**config.mk**
```make
export PLATFORM = sky130hd
export DESIGN_NAME = seq_comparator_unit_flat
export DESIGN_NICKNAME = d
export VERILOG_FILES = /design/src/rtl/risc_v_32_i_pkg.sv /design/src/rtl/seq_comparator_unit_if.sv /design/src/rtl/seq_comparator_unit_chk.sv /design/src/rtl/seq_comparator_unit_comparator_slice.sv /design/src/rtl/seq_comparator_unit.sv /design/src/flat_wrapper.sv
export SDC_FILE = /design/constraint.sdc
export NUM_CORES = 1
export LEC_CHECK = 0
export ABC_AREA = 0
export BUFFER_PORTS_ARGS = -buffer_cell sky130_fd_sc_hd__buf_2
export CAP_MARGIN = 20
export CORE_ASPECT_RATIO = 1.4
export CORE_MARGIN = 5
export CORE_UTILIZATION = 35
export DETAILED_ROUTE_END_ITERATION = 12
export HOLD_SLACK_MARGIN = 0.05
export PLACE_DENSITY = 0.54
export SYNTH_ARGS = -nofsm -noshare
export SYNTH_HDL_FRONTEND = slang
export SYNTH_SLANG_ARGS = --single-unit
export TNS_END_PERCENT = 1
```
**constraint.sdc**
```tcl
create_clock -name clk_i -period 9.1 [get_ports clk_i]
set_input_delay 1.365 -clock clk_i [delete_from_list [all_inputs] [get_ports clk_i]]
set_output_delay 1.365 -clock clk_i [all_outputs]
set_load 0.005 [all_outputs]
```
**src/rtl/risc_v_32_i_pkg.sv**
```systemverilog
// Shared RV32I datapath types: branch-compare operation select and the
// sequential comparator state, plus the helpers that decode them.
package risc_v_32_i_pkg;

  typedef enum logic [2:0] {
    OP_BEQ      = 3'b000,
    OP_BNE      = 3'b001,
    OP_BUNKNOWN = 3'b010,
    OP_BLT      = 3'b100,
    OP_BGE      = 3'b101,
    OP_BLTU     = 3'b110,
    OP_BGEU     = 3'b111
  } comp_select_e;

  typedef enum logic [1:0] {
    CMP_IDLE = 2'b00,
    CMP_SCAN = 2'b01,
    CMP_DONE = 2'b10
  } comp_fsm_e;

  function automatic logic is_scan_op(input comp_select_e op);
    logic r;
    case (op)
      OP_BEQ, OP_BNE, OP_BLT, OP_BGE, OP_BLTU, OP_BGEU: r = 1'b1;
      default: r = 1'b0;
    endcase
    return r;
  endfunction

  function automatic logic is_signed_op(input comp_select_e op);
    logic r;
    case (op)
      OP_BLT, OP_BGE: r = 1'b1;
      default: r = 1'b0;
    endcase
    return r;
  endfunction

  function automatic logic map_result(input comp_select_e op, input logic eq, input logic lt);
    logic r;
    case (op)
      OP_BEQ:           r = eq;
      OP_BNE:           r = ~eq;
      OP_BLT, OP_BLTU:  r = lt;
      OP_BGE, OP_BGEU:  r = ~lt;
      default:          r = 1'b0;
    endcase
    return r;
  endfunction

endpackage

```
**src/rtl/seq_comparator_unit_if.sv**
```systemverilog
// Request/result handshake bundle between the branch-compare issuer and the
// sequential comparator.
interface seq_comparator_unit_if #(parameter int XLEN = 32);
  logic                             flush_i;
  logic                             start_valid_i;
  logic                             start_ready_o;
  logic [XLEN-1:0]                  comp_port_a_i;
  logic [XLEN-1:0]                  comp_port_b_i;
  risc_v_32_i_pkg::comp_select_e    comp_op_sel_i;
  logic                             comp_valid_o;
  logic                             comp_ready_i;
  logic                             comp_o;

  modport master (
    output flush_i, start_valid_i, comp_port_a_i, comp_port_b_i, comp_op_sel_i, comp_ready_i,
    input  start_ready_o, comp_valid_o, comp_o
  );

  modport slave (
    input  flush_i, start_valid_i, comp_port_a_i, comp_port_b_i, comp_op_sel_i, comp_ready_i,
    output start_ready_o, comp_valid_o, comp_o
  );
endinterface

```
**src/rtl/seq_comparator_unit_chk.sv**
```systemverilog
// Configuration and protocol checks for seq_comparator_unit.
module seq_comparator_unit_chk #(
  parameter int XLEN    = 32,
  parameter int SLICE_W = 8
) (
  input logic clk_i,
  input logic rst_i,
  input logic flush_i,
  input logic comp_valid_o,
  input logic comp_ready_i,
  input logic comp_o
);
  if ((SLICE_W < 1) || ((XLEN % SLICE_W) != 0)) begin : g_cfg_err
    $error("seq_comparator_unit: XLEN must be a non-zero multiple of SLICE_W");
  end

  a_result_held: assert property (@(posedge clk_i) disable iff (rst_i)
    (comp_valid_o && !comp_ready_i && !flush_i) |=> (comp_valid_o && $stable(comp_o)));
endmodule

```
**src/rtl/seq_comparator_unit_comparator_slice.sv**
```systemverilog
// One SLICE_W-bit compare step; signed_top biases the MSB so a plain unsigned
// compare orders two's-complement values on the most significant slice.
module comparator_slice #(
  parameter int SLICE_W = 8
) (
  input  logic [SLICE_W-1:0] a_slice,
  input  logic [SLICE_W-1:0] b_slice,
  input  logic               signed_top,
  output logic               diff,
  output logic               lt
);
  logic [SLICE_W-1:0] flip_s;
  logic [SLICE_W-1:0] a_adj_s;
  logic [SLICE_W-1:0] b_adj_s;

  // MSB-only bias mask
  always_comb begin
    flip_s = '0;
    flip_s[SLICE_W-1] = signed_top;
  end

  assign a_adj_s = a_slice ^ flip_s;
  assign b_adj_s = b_slice ^ flip_s;
  assign diff    = (a_slice != b_slice);
  assign lt      = (a_adj_s < b_adj_s);
endmodule

```
**src/rtl/seq_comparator_unit.sv**
```systemverilog
// Slice-serial RV32I branch comparator: latches operands, scans MSB slice first
// and returns the branch condition over a valid/ready result handshake.
module seq_comparator_unit
  import risc_v_32_i_pkg::*;
#(
  parameter int XLEN       = 32,
  parameter int SLICE_W    = 8,
  parameter bit EARLY_EXIT = 1'b1
) (
  input logic            clk_i,
  input logic            rst_i,
  seq_comparator_unit_if.slave bus
);
  localparam int NSLICES = XLEN / SLICE_W;
  localparam int IDX_W   = (NSLICES > 1) ? $clog2(NSLICES) : 1;
  localparam logic [IDX_W-1:0] IDX_TOP = IDX_W'(NSLICES - 1);

  comp_fsm_e          state_r;
  logic [XLEN-1:0]    a_r;
  logic [XLEN-1:0]    b_r;
  comp_select_e       op_r;
  logic [IDX_W-1:0]   idx_r;
  logic               decided_r;
  logic               eq_r;
  logic               lt_r;
  logic               comp_valid_r;
  logic               comp_r;

  logic [SLICE_W-1:0] a_slice_s;
  logic [SLICE_W-1:0] b_slice_s;
  logic               signed_top_s;
  logic               diff_s;
  logic               lt_s;
  logic               fin_eq_s;
  logic               fin_lt_s;

  assign a_slice_s = a_r[int'(idx_r)*SLICE_W +: SLICE_W];
  assign b_slice_s = b_r[int'(idx_r)*SLICE_W +: SLICE_W];

  comparator_slice #(.SLICE_W(SLICE_W)) u_slice (
    .a_slice    (a_slice_s),
    .b_slice    (b_slice_s),
    .signed_top (signed_top_s),
    .diff       (diff_s),
    .lt         (lt_s)
  );

  // Sign bias selection and the final eq/lt seen on the last scan cycle
  always_comb begin
    signed_top_s = is_signed_op(op_r) && (idx_r == IDX_TOP);
    if (decided_r) begin
      fin_eq_s = eq_r;
      fin_lt_s = lt_r;
    end else if (diff_s) begin
      fin_eq_s = 1'b0;
      fin_lt_s = lt_s;
    end else begin
      fin_eq_s = 1'b1;
      fin_lt_s = 1'b0;
    end
  end

  // Control FSM, operand latches and registered result
  always_ff @(posedge clk_i or posedge rst_i) begin
    if (rst_i) begin
      state_r      <= CMP_IDLE;
      a_r          <= '0;
      b_r          <= '0;
      op_r         <= OP_BEQ;
      idx_r        <= IDX_TOP;
      decided_r    <= 1'b0;
      eq_r         <= 1'b0;
      lt_r         <= 1'b0;
      comp_valid_r <= 1'b0;
      comp_r       <= 1'b0;
    end else if (bus.flush_i) begin
      state_r      <= CMP_IDLE;
      comp_valid_r <= 1'b0;
    end else begin
      case (state_r)
        CMP_IDLE: begin
          if (bus.start_valid_i) begin
            a_r       <= bus.comp_port_a_i;
            b_r       <= bus.comp_port_b_i;
            op_r      <= bus.comp_op_sel_i;
            idx_r     <= IDX_TOP;
            decided_r <= 1'b0;
            if (is_scan_op(bus.comp_op_sel_i)) begin
              state_r <= CMP_SCAN;
            end else begin
              // unknown op: result forced low, valid raised one cycle later in CMP_DONE
              state_r <= CMP_DONE;
              comp_r  <= 1'b0;
            end
          end else begin
            state_r <= CMP_IDLE;
          end
        end
        CMP_SCAN: begin
          if (diff_s && !decided_r) begin
            decided_r <= 1'b1;
            eq_r      <= 1'b0;
            lt_r      <= lt_s;
          end else begin
            decided_r <= decided_r;
          end
          if ((EARLY_EXIT && diff_s) || (idx_r == IDX_W'(0))) begin
            if (!decided_r && !diff_s) begin
              eq_r <= 1'b1;
              lt_r <= 1'b0;
            end else begin
              decided_r <= 1'b1;
            end
            state_r      <= CMP_DONE;
            comp_valid_r <= 1'b1;
            comp_r       <= map_result(op_r, fin_eq_s, fin_lt_s);
          end else begin
            idx_r <= idx_r - IDX_W'(1);
          end
        end
        CMP_DONE: begin
          if (!comp_valid_r) begin
            comp_valid_r <= 1'b1;
          end else if (bus.comp_ready_i) begin
            state_r      <= CMP_IDLE;
            comp_valid_r <= 1'b0;
          end else begin
            comp_valid_r <= 1'b1;
          end
        end
        default: begin
          state_r      <= CMP_IDLE;
          comp_valid_r <= 1'b0;
        end
      endcase
    end
  end

  assign bus.start_ready_o = (state_r == CMP_IDLE) && !bus.flush_i;
  assign bus.comp_valid_o  = comp_valid_r;
  assign bus.comp_o        = comp_r;

  seq_comparator_unit_chk #(.XLEN(XLEN), .SLICE_W(SLICE_W)) u_chk (
    .clk_i        (clk_i),
    .rst_i        (rst_i),
    .flush_i      (bus.flush_i),
    .comp_valid_o (comp_valid_r),
    .comp_ready_i (bus.comp_ready_i),
    .comp_o       (comp_r)
  );
endmodule

```
**src/flat_wrapper.sv**
```systemverilog
// flat-port wrapper written by rule: the top's interface ports become plain ports
module seq_comparator_unit_flat import risc_v_32_i_pkg::*;
#(
  parameter int XLEN       = 32,
  parameter int SLICE_W    = 8,
  parameter bit EARLY_EXIT = 1'b1
)
  (clk_i, rst_i, bus_flush_i, bus_start_valid_i, bus_comp_port_a_i, bus_comp_port_b_i, bus_comp_op_sel_i, bus_comp_ready_i, bus_start_ready_o, bus_comp_valid_o, bus_comp_o);
  seq_comparator_unit_if #(.XLEN(XLEN)) bus_i ();
  input logic clk_i;
  input logic rst_i;
  input wire logic [$bits(bus_i.flush_i)-1:0] bus_flush_i;
  input wire logic [$bits(bus_i.start_valid_i)-1:0] bus_start_valid_i;
  input wire logic [$bits(bus_i.comp_port_a_i)-1:0] bus_comp_port_a_i;
  input wire logic [$bits(bus_i.comp_port_b_i)-1:0] bus_comp_port_b_i;
  input wire logic [$bits(bus_i.comp_op_sel_i)-1:0] bus_comp_op_sel_i;
  input wire logic [$bits(bus_i.comp_ready_i)-1:0] bus_comp_ready_i;
  output wire logic [$bits(bus_i.start_ready_o)-1:0] bus_start_ready_o;
  output wire logic [$bits(bus_i.comp_valid_o)-1:0] bus_comp_valid_o;
  output wire logic [$bits(bus_i.comp_o)-1:0] bus_comp_o;
  assign bus_i.flush_i = bus_flush_i;
  assign bus_i.start_valid_i = bus_start_valid_i;
  assign bus_i.comp_port_a_i = bus_comp_port_a_i;
  assign bus_i.comp_port_b_i = bus_comp_port_b_i;
  assign bus_i.comp_op_sel_i = bus_comp_op_sel_i;
  assign bus_i.comp_ready_i = bus_comp_ready_i;
  assign bus_start_ready_o = bus_i.start_ready_o;
  assign bus_comp_valid_o = bus_i.comp_valid_o;
  assign bus_comp_o = bus_i.comp_o;
  seq_comparator_unit #(.XLEN(XLEN), .SLICE_W(SLICE_W), .EARLY_EXIT(EARLY_EXIT)) u_core (.clk_i(clk_i), .rst_i(rst_i), .bus(bus_i));
endmodule
```
==> results of run 1 <==
## sequential cells by signal (all words and copies together), names as in the netlist, 2 cells and up
register	flops
u_core.idx_r	2
u_core.b_r	32
u_core.state_r	2
u_core.a_r	32
u_core.op_r	3
## critical path: cells and delay by family (launching register included)
family,cells,cell delay (ns)
multiplexers,2,0.94
flip-flops,1,0.91
adder cells (fa/ha/maj),1,0.32
AO/OA/AOI/OAI,1,0.23
AND/OR/NAND/NOR,4,0.85
## area by class of cell
cell class | count | area (µm²) | area share
clock inverters | 2 | 10.0 | 0.00219
clock buffers | 13 | 260 | 0.0570
well taps | 138 | 173 | 0.0378
repair buffers | 77 | 413 | 0.0905
inverters | 13 | 48.8 | 0.0107
multi-input cells | 172 | 1760 | 0.385
flip-flops and latches | 76 | 1900 | 0.417
## layer usage
| metal | global-route usage | up-vias | wire [µm] |
|---|---|---|---|
| met2 | 0.227 | 42 | 4260 |
| met4 | 0.0585 | 0 | 140 |
| li1 | - | 1147 | - |
| met5 | 0 | - | 0 |
| met3 | 0.0316 | 10 | 265 |
| met1 | 0.146 | 1192 | 3180 |
## Yosys cell counts (all sizes together), types with 3 or more instances
cell / instances
a21oi: 10
buf: 9
clkbuf: 3
dfrtp: 74
ha: 12
inv: 12
mux2: 71
mux2i: 3
mux4: 15
nand2: 9
nand2b: 3
nand3: 4
nor2: 9
o21ai: 3
xor2: 6
## where the power goes
group	internal (µW)	leakage (µW)	switching (µW)
clock network	197	0.000135	124
logic	133	0.00108	88.4
registers	412	0.000904	44.5
total	741	0.00212	257
## layout by cell type, fill, tap and decap left out, types with 6 or more instances in the layout
| master | n |
|---|---|
| inv_1 | 11 |
| ha_1 | 12 |
| mux2_2 | 71 |
| clkbuf_16 | 9 |
| dfrtp_1 | 74 |
| xor2_1 | 6 |
| a21oi_1 | 10 |
| nor2_1 | 9 |
| nand2_1 | 8 |
| buf_2 | 74 |
| mux4_2 | 15 |
## worst paths after layout
check | from | to | cells after the start
max in group asynchronous | rst_i | u_core.idx_r[0]$_DFFE_PP1P_ | 4
max reg2reg | u_core.idx_r[0]$_DFFE_PP1P_ | u_core.state_r[1]$_DFFE_PP0P_ | 8
max | u_core.idx_r[0]$_DFFE_PP1P_ | u_core.state_r[1]$_DFFE_PP0P_ | 8
min | u_core.a_r[28]$_DFFE_PP0P_ | u_core.a_r[28]$_DFFE_PP0P_ | 1
min reg2reg | u_core.a_r[28]$_DFFE_PP0P_ | u_core.a_r[28]$_DFFE_PP0P_ | 1
min in group asynchronous | rst_i | u_core.b_r[21]$_DFFE_PP0P_ | 3
## through the flow
stage               std cells  total power [µW]
CTS                       490              1020
global route              491              1060
detailed placement        475               685
floorplan                 273               618
global placement          475               678
finish                    491               998
## cells by family after synthesis
logic type / count (synthesis) / synth area share
flip-flops: 76 / 0.506
multiplexers: 89 / 0.310
AND/OR/NAND/NOR: 37 / 0.0509
AO/OA/AOI/OAI: 27 / 0.0486
XOR/XNOR: 7 / 0.0163
buffers and inverters: 25 / 0.0279
adder cells (fa/ha/maj): 12 / 0.0399
==> impl_metrics.csv, run 1 <==
group,metric,value,unit
status,outcome,"finished clean",
critical_path,arrival,3.57,ns
sta,layout_setup_ws,5.74,ns
die,io_pins,75,
placed_design,hpwl,5680,µm
layout,drive_gt1_frac,0.516,
clocking,clock_path_buffers,2,
placed_design,dp_slack,5.71,ns
clocking,ctsHoldBuffers,0,
logic_synthesis,yosys_warnings,0,
detailed_routing,num_vias,2391,
die,die_area,13000,µm²
clocking,cts.sinks,76,
die,die_y,133,µm
placed_design,portBuffers,74,
detailed_routing,ant_nets,0,
clocking,cts_buffers,9,
logic_synthesis,synth_top_area_cell,"dfrtp_1",
sta,final.min_clock_period,3.36,ns
flow_run,cap_violations,0,
die,rows,44,
logic_synthesis,synthTopCellsByArea,"dfrtp_1 49%, mux2_2 21%, mux4_2 9.0%",
critical_path,worstPathRequired,9.31,ns
power_and_ir_drop,powerDensity,219,nW/µm²
detailed_routing,wl_per_cell,16.0,µm
critical_path,reg2reg_slack,5.74,ns
sta,max_freq,297,MHz
sta,tns,0,ns
critical_path,crit_path_max_incr_delay,0.91,ns
logic_synthesis,syn-cell-area,3760,µm²
global_routing,grt_first_pass_wirelength,13200,µm
clocking,cts_resized,0,
die,start_util,0.360,
sta,period_share,0.370,
layout,design_area,4560,µm²
logic_synthesis,synth_edf_count,0,
placed_design,placed_cell_area,4270,µm²
global_routing,grt_max_degree,77,
logic_synthesis,synth-seq-cells,76,
power_and_ir_drop,peakVddDrop,0.0851,mV
die,coreArea,10500,µm²
worst_hold_path,min_path_type,"reg2reg",
clocking,h-tree-depth,3,
clocking,clk_pin_slew,0.06,ns
critical_path,crit_chain,"mux4_2 > ha_1 > nand3_1 > or3_1 > nor2_1 > nand2_1 > a21oi_1 > mux2_2",
sta,relSlewSlack,0.419,
sta,tightestPinTransition,0.872,ns
sta,slew_viol_final,0,
global_routing,grt_pass1_vias,2737,
layout,final_net_count,433,
logic_synthesis,syn_avg_cell_area,13.8,µm²
placed_design,gp_congestion,0.830,
clocking,cts_setup_buffers,0,
logic_synthesis,synth_top_area_share,0.492,
global_routing,antenna_found_initial,0,
detailed_routing,wl,7840,µm
sta,fin_skew,0.00515,ns
logic_synthesis,synthCells,273,
critical_path,worstSetupEndpointType,"flip-flop",
logic_synthesis,syn_nets,357,
sta,grt_setup_unrepaired,"no",
logic_synthesis,seq_area_frac_synth,0.506,
critical_path,crit_path_start_kind,"flip-flop",
critical_path,worstSetupPathType,"reg2reg",
power_and_ir_drop,leakage,0.00212,µW
layout,diodes,0,
layout,area_delta_synth_final,21.3,%
global_routing,grt_usage,0.129,
detailed_routing,drt_iter0_markers,67,
logic_synthesis,async_flop_share,1.00,
layout,final_util,0.436,
sta,finalSetupViolations,0,
sta,whs,0.499,ns
sta,finalHoldViolations,0,
detailed_routing,dr.pass1.iters,4,
layout,fillers,1010,
critical_path,cp_slowest_cell,"dfstp_2",
clocking,worst_skew_pair.late_latency,0.32,ns
die,die_w,97.6,µm
critical_path,path_max_fanout,21,
detailed_routing,vias_per_cell,4.87,
logic_synthesis,synth_ff_type,"dfrtp_1",
clocking,clockRootBuffer,"clkbuf_16",
clocking,cts_tree,"built",
detailed_routing,drc,0,
global_routing,overflow,0,
logic_synthesis,synth.distinct_cells,39,
Note: power is estimated with default switching activity, not from simulation.
==> run 2, diff against run 1 <==
clock period = 3.1 ns   (was 9.1 ns; I/O delays follow)
==> run 2 against run 1 <==
Net effect: flip-flop and latch count unchanged; critical endpoint unchanged; total power rose to 3.0 times the previous value; setup slack worse by 5.6 ns; sequential power rose to 2.9 times the previous value; final cell count up 1.8%; global-route usage up 0.44 points.
==> impl_metrics.csv, run 2 (same netlist as run 1, synthesis figures left out) <==
group,metric,value,unit
critical_path,cp.buffers_inverters,1,
sta,finalHoldViolations,0,
sta,fin_skew,0.00376,ns
clocking,clk_pin_slew,0.05,ns
detailed_routing,wl,8030,µm
global_routing,grt_pass1_vias,2753,
clocking,worst_skew_pair.late_latency,0.32,ns
critical_path,crit_path_start_kind,"flip-flop",
die,start_util,0.360,
placed_design,dp_slack,0.0637,ns
layout,reg_top3,"u_core.a_r x32, u_core.b_r x32, u_core.op_r x3",
clocking,clockRootBuffer,"clkbuf_16",
detailed_routing,dr.pass1.iters,4,
sta,final.min_clock_period,2.97,ns
critical_path,reg2reg_slack,0.13,ns
sta,tns,0,ns
status,outcome,"finished clean",
detailed_routing,ant_nets,0,
layout,fillers,995,
clocking,cts_buffers,9,
sta,layout_setup_ws,0.132,ns
layout,layout_common_cells,"74 x buf_2, 74 x dfrtp_1, 71 x mux2_2, 15 x mux4_2, 11 x inv_1",
placed_design,portBuffers,74,
sta,finalSetupViolations,0,
power_and_ir_drop,peakVddDrop,0.412,mV
critical_path,worstSetupPathType,"reg2reg",
layout,final_net_count,442,
sta,max_freq,337,MHz
clocking,cts_tree,"built",
detailed_routing,vias_per_cell,4.94,
power_and_ir_drop,powerDensity,643,nW/µm²
die,die_y,133,µm
worst_hold_path,min_path_type,"in2async",
critical_path,worstSetupEndpointType,"flip-flop",
clocking,h-tree-depth,3,
global_routing,overflow,0,
detailed_routing,wl_per_cell,16.1,µm
power_and_ir_drop,leakage,0.00216,µW
placed_design,hpwl,6080,µm
clocking,cts.sinks,76,
clocking,ctsHoldBuffers,0,
global_routing,grt_usage,0.133,
sta,period_share,0.958,
detailed_routing,drc,0,
detailed_routing,num_vias,2471,
die,coreArea,10500,µm²
die,die_area,13000,µm²
critical_path,path_delay_family,"multiplexers",
flow_run,cap_violations,0,
detailed_routing,drt_iter0_markers,61,
layout,diodes,0,
global_routing,grt_max_degree,41,
sta,relSlewSlack,0.419,
critical_path,crit_chain,"buf_12 > mux4_2 > ha_4 > nand4_1 > or3_4 > nor2_2 > nand2_2 > a21oi_2 > mux2_2",
die,io_pins,75,
layout,area_delta_synth_final,24.8,%
die,rows,44,
critical_path,path_max_fanout,11,
critical_path,worstPathRequired,3.31,ns
sta,tightestPinTransition,0.871,ns
global_routing,grt_first_pass_wirelength,13600,µm
global_routing,antenna_found_initial,0,
critical_path,cp_slowest_cell,"dfstp_2",
layout,drive_gt1_frac,0.541,
die,die_w,97.6,µm
placed_design,gp_congestion,0.747,
critical_path,arrival,3.18,ns
sta,slew_viol_final,0,
clocking,clock_path_buffers,2,
critical_path,crit_path_max_incr_delay,0.55,ns
run 2: changes by cell type in the layout (fill, tap and decap cells not counted), sizes merged:
cell    delta
bufinv     +1
clkinv     -1
buf        +9
run 2: power breakdown:
| part | leakage (µW) | switching, µW | internal, µW |
|---|---|---|---|
| Clock | 0.000140 | 363 | 640 |
| Combinational | 0.00112 | 267 | 406 |
| Sequential | 0.000904 | 134 | 1210 |
| Total | 0.00216 | 763 | 2250 |
run 2: repair_timing:
item,CTS,global route
resized for setup,0,6
setup endpoints to repair,0,3
buffers inserted,0,4
run 2: layer usage:
| metal | wire length (µm) | track usage |
|---|---|---|
| met1 | 3300 | 0.162 |
| met2 | 4300 | 0.229 |
| met3 | 290 | 0.0290 |
| met4 | 145 | 0.0531 |
| met5 | 0 | 0 |
run 2: layout make-up:
type / instances / area, µm² / share of cell area
Multi-Input combinational cell: 172 / 1790 / 0.382
Timing Repair Buffer: 86 / 489 / 0.104
Sequential cell: 76 / 1900 / 0.406
Inverter: 13 / 48.8 / 0.0104
Tap cell: 138 / 173 / 0.0368
Clock inverter: 2 / 35.0 / 0.00746
Clock buffer: 13 / 250 / 0.0533
run 2: path summary, 6_finish.rpt:
check                                                endpoint                        start  cells past startpoint
worst min-delay path               u_core.b_r[13]$_DFFE_PP0P_                        rst_i                      2
worst max-delay path            u_core.state_r[1]$_DFFE_PP0P_  u_core.idx_r[0]$_DFFE_PP1P_                      9
min in group clk_i                 u_core.a_r[23]$_DFFE_PP0P_        bus_comp_port_a_i[23]                      2
max in group asynchronous         u_core.idx_r[1]$_DFFE_PP1P_                        rst_i                      3
worst min register to register     u_core.a_r[20]$_DFFE_PP0P_   u_core.a_r[20]$_DFFE_PP0P_                      1
worst max register to register  u_core.state_r[1]$_DFFE_PP0P_  u_core.idx_r[0]$_DFFE_PP1P_                      9
run 2: per-stage QoR:
| stage | utilization | cell area [µm²] | std cells | total power (µW) | hold WS [ns] |
|---|---|---|---|---|---|
| final | 0.449 | 4690 | 500 | 3020 | 0.308 |
| after global routing | 0.449 | 4690 | 500 | 3200 | 0.352 |
| after CTS | 0.442 | 4630 | 496 | 3050 | 0.351 |
| after detailed placement | 0.415 | 4340 | 481 | 2030 | 0.487 |
| after global placement | 0.415 | 4340 | 481 | 2010 | 0.484 |
| after floorplan | - | 3770 | 273 | 1820 | 0.474 |
==> run 3, diff against run 2 <==
CORE_MARGIN = 2   (was 5)
==> run 3 against run 2 <==
Net effect: utilization grew 0.21 points; register-to-register slack is essentially flat; largest cell class unchanged; clock power grew 4%; global-route usage grew 1.1 points; total power grew 0.78%; combinational power shrank 2%; die area shrank 10%; final cell count grew 0.60%.
==> impl_metrics.csv, run 3 (same netlist as run 1, synthesis figures left out) <==
group,metric,value,unit
power_and_ir_drop,p_sw_frac,0.253,
clocking,cts.sinks,76,
critical_path,worstSetupPathType,"reg2reg",
sta,final.min_clock_period,2.96,ns
die,coreArea,10400,µm²
detailed_routing,dr.pass1.iters,4,
die,die_y,127,µm
sta,tightestPinTransition,0.834,ns
detailed_routing,num_vias,2422,
placed_design,portBuffers,74,
placed_design,hpwl,5810,µm
critical_path,arrival,3.17,ns
power_and_ir_drop,p_clk_frac,0.343,
critical_path,r2r-end,"u_core.state_r[1]$_DFFE_PP0P_",
clocking,worst_skew_pair.late_latency,0.33,ns
critical_path,crit_path_start_kind,"flip-flop",
worst_hold_path,min_path_type,"in2async",
detailed_routing,drc,0,
die,die_w,91.6,µm
die,start_util,0.362,
die,io_pins,75,
layout,drive_gt1_frac,0.537,
layout,fin_cells,503,
clocking,cts_buffers,9,
placed_design,dpl.cell_count,481,
sta,fin_skew,0.00772,ns
global_routing,overflow,0,
sta,period_share,0.955,
placed_design,placed_cell_area,4340,µm²
clocking,clockRootBuffer,"clkbuf_16",
clocking,clock_path_buffers,2,
critical_path,reg2reg_from,"u_core.idx_r[0]$_DFFE_PP1P_",
detailed_routing,wl_per_cell,15.5,µm
power_and_ir_drop,powerDensity,648,nW/µm²
die,die_area,11600,µm²
power_and_ir_drop,pwr-share-comb,0.217,
clocking,cts_tree,"built",
sta,max_freq,338,MHz
global_routing,grt_max_degree,40,
layout,layout_common_cells,"74 x buf_2, 74 x dfrtp_1, 71 x mux2_2, 15 x mux4_2",
clocking,clk_pin_slew,0.06,ns
power_and_ir_drop,peakVddDrop,0.277,mV
critical_path,reg2reg_depth,9,
sta,finalHoldViolations,0,
sta,slew_viol_final,0,
status,outcome,"finished clean",
flow_run,cap_violations,0,
detailed_routing,drt_iter0_markers,64,
layout,diodes,0,
sta,relSlewSlack,0.443,
sta,finalSetupViolations,0,
sta,whs,0.296,ns
power_and_ir_drop,pwr-share-seq,0.441,
critical_path,reg2reg_slack,0.14,ns
global_routing,antenna_found_initial,0,
power_and_ir_drop,internal-power,2270,µW
global_routing,grt_usage,0.144,
layout,reg_top3,"u_core.a_r x32, u_core.b_r x32, u_core.op_r x3",
power_and_ir_drop,p_sw,770,µW
critical_path,worstPathRequired,3.31,ns
power_and_ir_drop,leakage,0.00218,µW
layout,design_area,4690,µm²
clocking,h-tree-depth,3,
detailed_routing,ant_nets,0,
layout,final_net_count,444,
layout,area_delta_synth_final,24.7,%
critical_path,path_max_fanout,11,
global_routing,grt_pass1_vias,2686,
detailed_routing,wl,7780,µm
global_routing,grt_first_pass_wirelength,12700,µm
die,rows,44,
critical_path,worstSetupEndpointType,"flip-flop",
placed_design,gp_congestion,0.795,
clocking,ctsHoldBuffers,0,
detailed_routing,vias_per_cell,4.82,
run 3: metrics by stage:
step,utilization,setup slack [ns],total power [µW],TNS [ns]
floorplan,-,0.0361,1820,0
global placement,0.417,0.125,2010,0
detailed placement,0.417,0.0476,2020,0
CTS,0.446,0.0365,3080,0
global route,0.451,-0.000539,3220,-0.000539
finish,0.451,0.139,3040,0
run 3: power groups by stage:
stage / sequential, µW / combinational, µW / clock (µW)
after global routing: 1370 / 731 / 1120
after CTS: 1340 / 668 / 1080
after detailed placement: 1360 / 666 / 0
after global placement: 1360 / 652 / 0
final: 1340 / 659 / 1040
after floorplan: 1300 / 511 / 0
run 3: how the worst max path moves through the flow:
stage | startpoint | end | slack, ns
2_1_floorplan | u_core.idx_r[0]$_DFFE_PP1P_ | u_core.state_r[1]$_DFFE_PP0P_ | 0.04
3_3_place_gp | u_core.idx_r[0]$_DFFE_PP1P_ | u_core.state_r[1]$_DFFE_PP0P_ | 0.13
3_5_place_dp | u_core.idx_r[0]$_DFFE_PP1P_ | u_core.state_r[1]$_DFFE_PP0P_ | 0.05
4_1_cts | u_core.idx_r[0]$_DFFE_PP1P_ | u_core.state_r[1]$_DFFE_PP0P_ | 0.04
5_1_grt | u_core.idx_r[0]$_DFFE_PP1P_ | u_core.state_r[1]$_DFFE_PP0P_ | -0.0005
6_report | u_core.idx_r[0]$_DFFE_PP1P_ | u_core.state_r[1]$_DFFE_PP0P_ | 0.14
run 3: layout make-up:
type / count / area (µm²)
flip-flops and latches: 76 / 1900
clock buffers: 14 / 264
fillers: 982 / 5710
inverters: 13 / 48.8
well taps: 138 / 173
multi-input cells: 172 / 1770
clock inverters: 2 / 35.0
repair buffers: 88 / 500
run 3: timing repair:
item	4_1_cts	5_1_grt
setup buffers	0	6
setup endpoints to repair	0	3
resized for setup	0	2
run 3: metal layers:
layer	vias up	global-route usage	wire, µm
met5	-	0	0
met4	0	0.0677	152
met3	10	0.0374	317
met2	44	0.247	4100
met1	1197	0.166	3210
li1	1171	-	-
run 3: critical path, stage by stage, from the launching register on:
cell     delay, ns
dfstp_2       0.55
buf_12        0.14
mux4_2        0.49
ha_1          0.33
nand4_1       0.18
or3_4         0.38
nor2_2        0.11
nand2_1       0.11
a21oi_2       0.19
mux2_2        0.35
